### config.mk
export PLATFORM = sky130hd
export DESIGN_NAME = cpu64_l2_dir_lookup
export DESIGN_NICKNAME = d
export VERILOG_FILES = /design/src/rtl/cpu64_l2_dir_lookup.sv
export SDC_FILE = /design/constraint.sdc
export NUM_CORES = 1
export LEC_CHECK = 0
export ABC_AREA = 1
export BUFFER_PORTS_ARGS = -buffer_cell sky130_fd_sc_hd__buf_2
export CAP_MARGIN = 0
export CELL_PAD_IN_SITES_DETAIL_PLACEMENT = 1
export CELL_PAD_IN_SITES_GLOBAL_PLACEMENT = 1
export CORE_UTILIZATION = 24
export CTS_CLUSTER_SIZE = 14
export DETAILED_ROUTE_END_ITERATION = 7
export PLACE_DENSITY_LB_ADDON = 0.1
export SYNTH_ARGS = -nofsm -noshare
export SYNTH_HDL_FRONTEND = slang
export SYNTH_SLANG_ARGS = --single-unit
export TNS_END_PERCENT = 5
### constraint.sdc
create_clock -name clk -period 2.15 [get_ports clk]
set_input_delay 0.215 -clock clk [delete_from_list [all_inputs] [get_ports clk]]
set_output_delay 0.215 -clock clk [all_outputs]
set_load 0.02 [all_outputs]
### src/rtl/cpu64_l2_dir_lookup.sv
// L2 coherence directory lookup: accepts one request, reads the set, updates the entry and returns probes.
// Optional power-up sweep that zeroes every directory entry: define L2_DIR_INIT_SWEEP_EN.
module cpu64_l2_dir_lookup #(
  parameter int unsigned SETS  = 256,
  parameter int unsigned WAYS  = 16,
  parameter int unsigned CORES = 4
) (
  input  logic                              clk,
  input  logic                              rst,
  input  logic                              req_valid_i,
  output logic                              req_ready_o,
  input  logic [$clog2(SETS)-1:0]           req_set_i,
  input  logic [$clog2(WAYS)-1:0]           req_way_i,
  input  logic                              req_hit_i,
  input  logic [$clog2(CORES)-1:0]          req_core_i,
  input  logic [1:0]                        req_op_i,
  output logic [$clog2(SETS)-1:0]           dir_rd_set_o,
  input  logic [WAYS-1:0]                   dir_rd_valid_i,
  input  logic [WAYS*CORES-1:0]             dir_rd_sharers_i,
  input  logic [WAYS-1:0]                   dir_rd_owner_valid_i,
  input  logic [WAYS*$clog2(CORES)-1:0]     dir_rd_owner_id_i,
  input  logic [WAYS-1:0]                   dir_rd_dirty_i,
  output logic                              dir_we_o,
  output logic [$clog2(SETS)-1:0]           dir_wr_set_o,
  output logic [$clog2(WAYS)-1:0]           dir_wr_way_o,
  output logic                              dir_wr_valid_o,
  output logic                              dir_wr_owner_valid_o,
  output logic                              dir_wr_dirty_o,
  output logic [CORES-1:0]                  dir_wr_sharers_o,
  output logic [$clog2(CORES)-1:0]          dir_wr_owner_id_o,
  output logic                              rsp_valid_o,
  input  logic                              rsp_ready_i,
  output logic [$clog2(CORES)-1:0]          rsp_core_o,
  output logic [CORES-1:0]                  rsp_probe_mask_o,
  output logic                              rsp_probe_inv_o,
  output logic                              rsp_need_mem_o,
  output logic                              rsp_writeback_o,
  output logic                              init_done_o
);
  localparam int unsigned SW = $clog2(SETS);
  localparam int unsigned WW = $clog2(WAYS);
  localparam int unsigned CW = $clog2(CORES);
  localparam int unsigned IW = SW + WW;

  typedef enum logic [1:0] {S_INIT, S_IDLE, S_LOOK, S_RESP} state_t;
  state_t state, state_nxt;

  logic [IW-1:0] sweep_idx;
  logic          sweep_last;
  logic          init_done_q;

`ifdef L2_DIR_INIT_SWEEP_EN
  localparam state_t RST_STATE = S_INIT;
  // Sweep index: way in the low bits so ways advance fastest within a set.
  always_ff @(posedge clk) begin
    if (rst)                 sweep_idx <= '0;
    else if (state == S_INIT) sweep_idx <= sweep_idx + IW'(1);
  end
  assign sweep_last = (sweep_idx == IW'(SETS * WAYS - 1));
`else
  localparam state_t RST_STATE = S_IDLE;
  assign sweep_idx  = '0;
  assign sweep_last = 1'b1;
`endif

  logic [SW-1:0] set_q;
  logic [WW-1:0] way_q;
  logic          hit_q;
  logic [CW-1:0] core_q;
  logic [1:0]    op_q;

  // Current entry and computed update/response for the latched request.
  logic             cur_valid, cur_ov, cur_dty, hit_e, own_is_core, lk_cand, lk_we;
  logic [CORES-1:0] cur_sh, core_bit, own_bit, lk_probe;
  logic [CW-1:0]    cur_oid;
  logic             lk_inv, lk_mem, lk_wb;
  logic             n_valid, n_ov, n_dty;
  logic [CORES-1:0] n_sh;
  logic [CW-1:0]    n_oid;

  always_comb begin
    cur_valid   = dir_rd_valid_i[way_q];
    cur_sh      = dir_rd_sharers_i[way_q*CORES +: CORES];
    cur_ov      = dir_rd_owner_valid_i[way_q];
    cur_oid     = cur_ov ? dir_rd_owner_id_i[way_q*CW +: CW] : '0;
    cur_dty     = dir_rd_dirty_i[way_q];
    hit_e       = hit_q & cur_valid;
    core_bit    = CORES'(1) << core_q;
    own_bit     = cur_ov ? (CORES'(1) << cur_oid) : '0;
    own_is_core = cur_ov && (cur_oid == core_q);
    lk_probe = '0;
    lk_inv   = 1'b0;
    lk_mem   = 1'b0;
    lk_wb    = 1'b0;
    lk_cand  = 1'b0;
    n_valid  = cur_valid;
    n_sh     = cur_sh;
    n_ov     = cur_ov;
    n_oid    = cur_oid;
    n_dty    = cur_dty;
    unique case (op_q)
      2'd0: begin
        if (!hit_e) begin
          lk_mem = 1'b1; lk_cand = 1'b1;
          n_valid = 1'b1; n_sh = core_bit; n_ov = 1'b0; n_dty = 1'b0;
        end else if (cur_ov && !own_is_core) begin
          lk_probe = own_bit; lk_wb = cur_dty; lk_cand = 1'b1;
          n_sh = own_bit | core_bit; n_ov = 1'b0; n_dty = 1'b0;
        end else if (!cur_ov) begin
          lk_cand = 1'b1; n_sh = cur_sh | core_bit;
        end
      end
      2'd1: begin
        lk_probe = (hit_e ? (cur_sh | own_bit) : '0) & ~core_bit;
        lk_inv   = 1'b1;
        lk_wb    = hit_e & cur_dty & !own_is_core;
        lk_mem   = !hit_e;
        lk_cand  = 1'b1;
        n_valid = 1'b1; n_ov = 1'b1; n_oid = core_q; n_sh = '0; n_dty = 1'b1;
      end
      2'd2: begin
        if (hit_e && own_is_core) begin
          lk_wb = 1'b1; lk_cand = 1'b1;
          n_valid = 1'b1; n_ov = 1'b0; n_sh = '0; n_dty = 1'b0;
        end
      end
      default: begin
        if (hit_e) begin
          lk_probe = cur_sh | own_bit; lk_inv = 1'b1; lk_wb = cur_dty; lk_cand = 1'b1;
          n_valid = 1'b0; n_ov = 1'b0; n_sh = '0; n_dty = 1'b0;
        end
      end
    endcase
    if (!n_ov) n_oid = '0;
    // A miss fill always writes; a hit writes only when the entry actually changes.
    lk_we = lk_cand && (!hit_e ||
            ({n_valid, n_sh, n_ov, n_oid, n_dty} != {cur_valid, cur_sh, cur_ov, cur_oid, cur_dty}));
  end

  always_ff @(posedge clk) begin
    if (rst) state <= RST_STATE;
    else     state <= state_nxt;
  end

  always_comb begin
    state_nxt = state;
    unique case (state)
      S_INIT:  if (sweep_last)  state_nxt = S_IDLE;
      S_IDLE:  if (req_valid_i) state_nxt = S_LOOK;
      S_LOOK:                   state_nxt = S_RESP;
      S_RESP:  if (rsp_ready_i) state_nxt = S_IDLE;
      default:                  state_nxt = RST_STATE;
    endcase
  end

  always_comb begin
    req_ready_o          = (state == S_IDLE) && !rst;
    rsp_valid_o          = (state == S_RESP) && !rst;
    init_done_o          = init_done_q && !rst;
    dir_rd_set_o         = set_q;
    dir_we_o             = 1'b0;
    dir_wr_set_o         = set_q;
    dir_wr_way_o         = way_q;
    dir_wr_valid_o       = n_valid;
    dir_wr_owner_valid_o = n_ov;
    dir_wr_dirty_o       = n_dty;
    dir_wr_sharers_o     = n_sh;
    dir_wr_owner_id_o    = n_oid;
    if (state == S_INIT) begin
      dir_we_o             = 1'b1;
      dir_wr_set_o         = sweep_idx[WW +: SW];
      dir_wr_way_o         = sweep_idx[WW-1:0];
      dir_wr_valid_o       = 1'b0;
      dir_wr_owner_valid_o = 1'b0;
      dir_wr_dirty_o       = 1'b0;
      dir_wr_sharers_o     = '0;
      dir_wr_owner_id_o    = '0;
    end else if (state == S_LOOK) begin
      dir_we_o = lk_we;
    end
    // A request caught by reset must never reach the directory.
    if (rst) dir_we_o = 1'b0;
  end

  always_ff @(posedge clk) begin
    if (rst) begin
      set_q            <= '0;
      way_q            <= '0;
      hit_q            <= 1'b0;
      core_q           <= '0;
      op_q             <= '0;
      rsp_core_o       <= '0;
      rsp_probe_mask_o <= '0;
      rsp_probe_inv_o  <= 1'b0;
      rsp_need_mem_o   <= 1'b0;
      rsp_writeback_o  <= 1'b0;
      init_done_q      <= 1'b0;
    end else begin
      if (state == S_IDLE && req_valid_i) begin
        set_q  <= req_set_i;
        way_q  <= req_way_i;
        hit_q  <= req_hit_i;
        core_q <= req_core_i;
        op_q   <= req_op_i;
      end
      if (state == S_LOOK) begin
        rsp_core_o       <= core_q;
        rsp_probe_mask_o <= lk_probe;
        rsp_probe_inv_o  <= lk_inv;
        rsp_need_mem_o   <= lk_mem;
        rsp_writeback_o  <= lk_wb;
      end
`ifdef L2_DIR_INIT_SWEEP_EN
      if (state == S_INIT && sweep_last) init_done_q <= 1'b1;
`else
      init_done_q <= 1'b1;
`endif
    end
  end
endmodule

==> results.json <==
{
  "period_needed_ns": 3.10,
  "antennaDiodeCount": 0,
  "cts-buffers-inserted": 5,
  "finClkSkew_ns": 0.00552,
  "layout_common_cells": "200 x buf_2, 123 x nand2_1, 83 x buf_4",
  "hold_viol_final": 0,
  "final_common_cell": "buf_2",
  "multi_input_area_sq_um": 2600,
  "grt_usage_pct": 23.6,
  "stdcell_count": 1059,
  "dp_hpwl_microns": 13100,
  "clockBufferDepth": 2,
  "via_per_inst": 4.82,
  "vdd_ir_drop_max_uv": 529,
  "overflow": 0,
  "remaining_drc_errors": 0,
  "drtPass1Iterations": 4,
  "final-setup-viol-count": 14,
  "cts.sinks": 29,
  "slew_viol_final": 0,
  "grt_max_degree": 35,
  "crit_path_start": "way_q[0]",
  "critPathLaunchType": "register",
  "ys_ff_latch": 29,
  "synth-async-reset-ratio_pct": 0,
  "drt_iter0_drc": 179,
  "synth_area_leaders": "dfxtp_1 18%, nand2_1 17%, nand3_1 11%",
  "power.density_nw_per_um2": 1240,
  "r2r-start": "way_q[0]",
  "ant_nets": 0,
  "dieHeight_microns": 119,
  "syn2layout_area_growth_pct": 78.0,
  "fin_ws_ns": -0.946,
  "drive_gt1_share_pct": 44.7,
  "avgSynthCellArea_sq_um": 5.32,
  "regArea_sq_um": 586,
  "dieArea_sq_um": 14100,
  "clkSlewWorstSetupHoldPaths_ns": 0.05,
  "num_rows": 42,
  "min_from": "rst",
  "crit_fanout": 30,
  "status": "complete, but fails checks",
  "fmax_ghz": 0.323,
  "synth_cells": 615,
  "dr_total_vias": 5108,
  "crit_path_end_kind": "output pin",
  "die_w_microns": 119,
  "port_buffers": 206,
  "cts-htree-levels": 2,
  "holdWs_ns": 0.203,
  "fill_cells": 1813,
  "yosysSeqAreaShare_pct": 17.8,
  "start_util_pct": 24.7,
  "fp.coreArea_sq_um": 13200,
  "grt_pass1_wl_microns": 26700,
  "min_path_type": "input pin to register",
  "fin_tns_setup_ns": -6.65,
  "worstSetupPathType": "register to output pin",
  "finalNetCount": 1051,
  "syn_nets": 784,
  "synth_edf_count": 0,
  "synth.distinct_cells": 28,
  "rsz0062_at_grt": "true",
  "finalWeightedCongestion": 0.929,
  "dp_cells": 1035,
  "violations": "negative setup slack",
  "cts_tree": "yes",
  "root_buffer": "clkbuf_16",
  "grt_pass1_vias": 5515,
  "cellLeakagePower_nw": 3.08,
  "yosys_most_used_dff": "dfxtp_1",
  "syn_area_sq_um": 3270,
  "synth_top_area_share_pct": 17.8,
  "crit_arrival_ns": 2.88,
  "cp.required_ns": 1.93,
  "io_pins": 207,
  "routed_wl_microns": 17000,
  "antenna_found_initial": 0,
  "postLayoutCoreUtil_pct": 44.0,
  "yosysTopAreaCell": "dfxtp_1",
  "worstMarginPinSlew_ns": 0.642,
  "final.period_utilization_pct": 144,
  "drv_cap": 0,
  "power_mw": 7.20,
  "slew_headroom_pct": 56.8,
  "clock_latency_ns": 0.28,
  "wl_per_cell_microns": 16.1,
  "yosys_warnings": 0
}
-- final cells by class --
class                           instances  share of cell area [%]
Inverter                               76                    5.35
Sequential cell                        29                    10.1
Tap cell                              176                    3.78
Timing Repair Buffer                  299                    33.2
Clock buffer                            6                    2.39
Multi-Input combinational cell        471                    44.6
Clock inverter                          2                   0.645
-- per-layer routing --
metal	global-route usage [%]	up-vias	part of all wire, %
met5	0	-	0
met4	5.93	0	1.6
met3	5.50	21	6.6
met2	43.1	161	50
met1	27.4	2369	42
li1	-	2557	-
-- registers in the layout, indices dropped and copies added, names as in the netlist --
name	count
rsp_need_mem_o	1
op_q	2
dir_rd_set_o	8
core_q	2
hit_q	1
rsp_probe_mask_o	4
init_done_q	1
rsp_core_o	2
rsp_probe_inv_o	1
way_q	4
state	2
rsp_writeback_o	1
-- stage by stage --
step / setup slack [ns] / cell area (sq um)
after CTS: -0.904 / 5560
after detailed placement: -0.824 / 5020
final: -0.946 / 5820
after floorplan: -0.255 / 3330
after global placement: -0.722 / 5020
after global routing: -1.11 / 5820
-- synth_stat cells, types with 4 or more instances --
master and instances:
dfxtp_1 29, nand4_1 8, o221ai_1 13, buf_2 12, o21ai_0 69, ha_1 4, nand2_1 151, nand3_1 74
nor2_1 81, o22ai_1 4, o21ai_1 4, o211ai_1 10, inv_1 71, clkbuf_1 22, a21oi_1 34, nand2_2 8
a31oi_1 4
-- kinds of logic (layout without fill, tap and decap cells) --
family	Yosys count	count (layout)	synth area share (%)
simple gates	329	329	42.8
flops	29	29	17.8
compound gates	138	138	23.7
fa+ha+maj	4	4	1.53
buf+inv	115	383	14.2
-- what timing repair did --
action / in CTS / in global routing
resized for setup: 49 / 63
setup endpoints to repair: 14 / 15
setup buffers: 11 / 2
cloned: 3 / 1
pin swaps: 32 / 36
hold buffers: 0 / 0
-- worst paths after layout --
kind | endpoint | slack [ns] | cells after the start
max reg2reg | rsp_probe_mask_o[1] | -0.17 | 14
min reg2reg | rsp_need_mem_o | 0.47 | 2
max | dir_we_o | -0.95 | 24
min | init_done_q | 0.20 | 2
-- critical path, cell delays in order, from the launching register on --
cell and delay [ns]:
dfxtp_4 0.39, buf_12 0.15, clkinv_16 0.09, nand2_1 0.09, nand2_1 0.07, nand2_1 0.08, nand3_2 0.07, nand3_2 0.09
nand2_4 0.11, nand2_4 0.10, nand2_2 0.06, nand2_4 0.10, nand3_4 0.14, buf_8 0.19, nand2_4 0.06, nand2_2 0.05
nand2_2 0.10, nand2_2 0.06, nand2_2 0.07, nand2_1 0.07, nor2_2 0.10, nand3_2 0.08, nand2_2 0.10, a21oi_4 0.05
buf_6 0.13
-- where the power goes --
part           leakage (nW)  internal [mW]  switching (mW)
sequential            0.240          0.697           0.130
combinational          2.75           2.26            3.26
clock                0.0831          0.578           0.270
total                  3.08           3.54            3.66
Note: power is estimated with default switching activity, not from simulation.
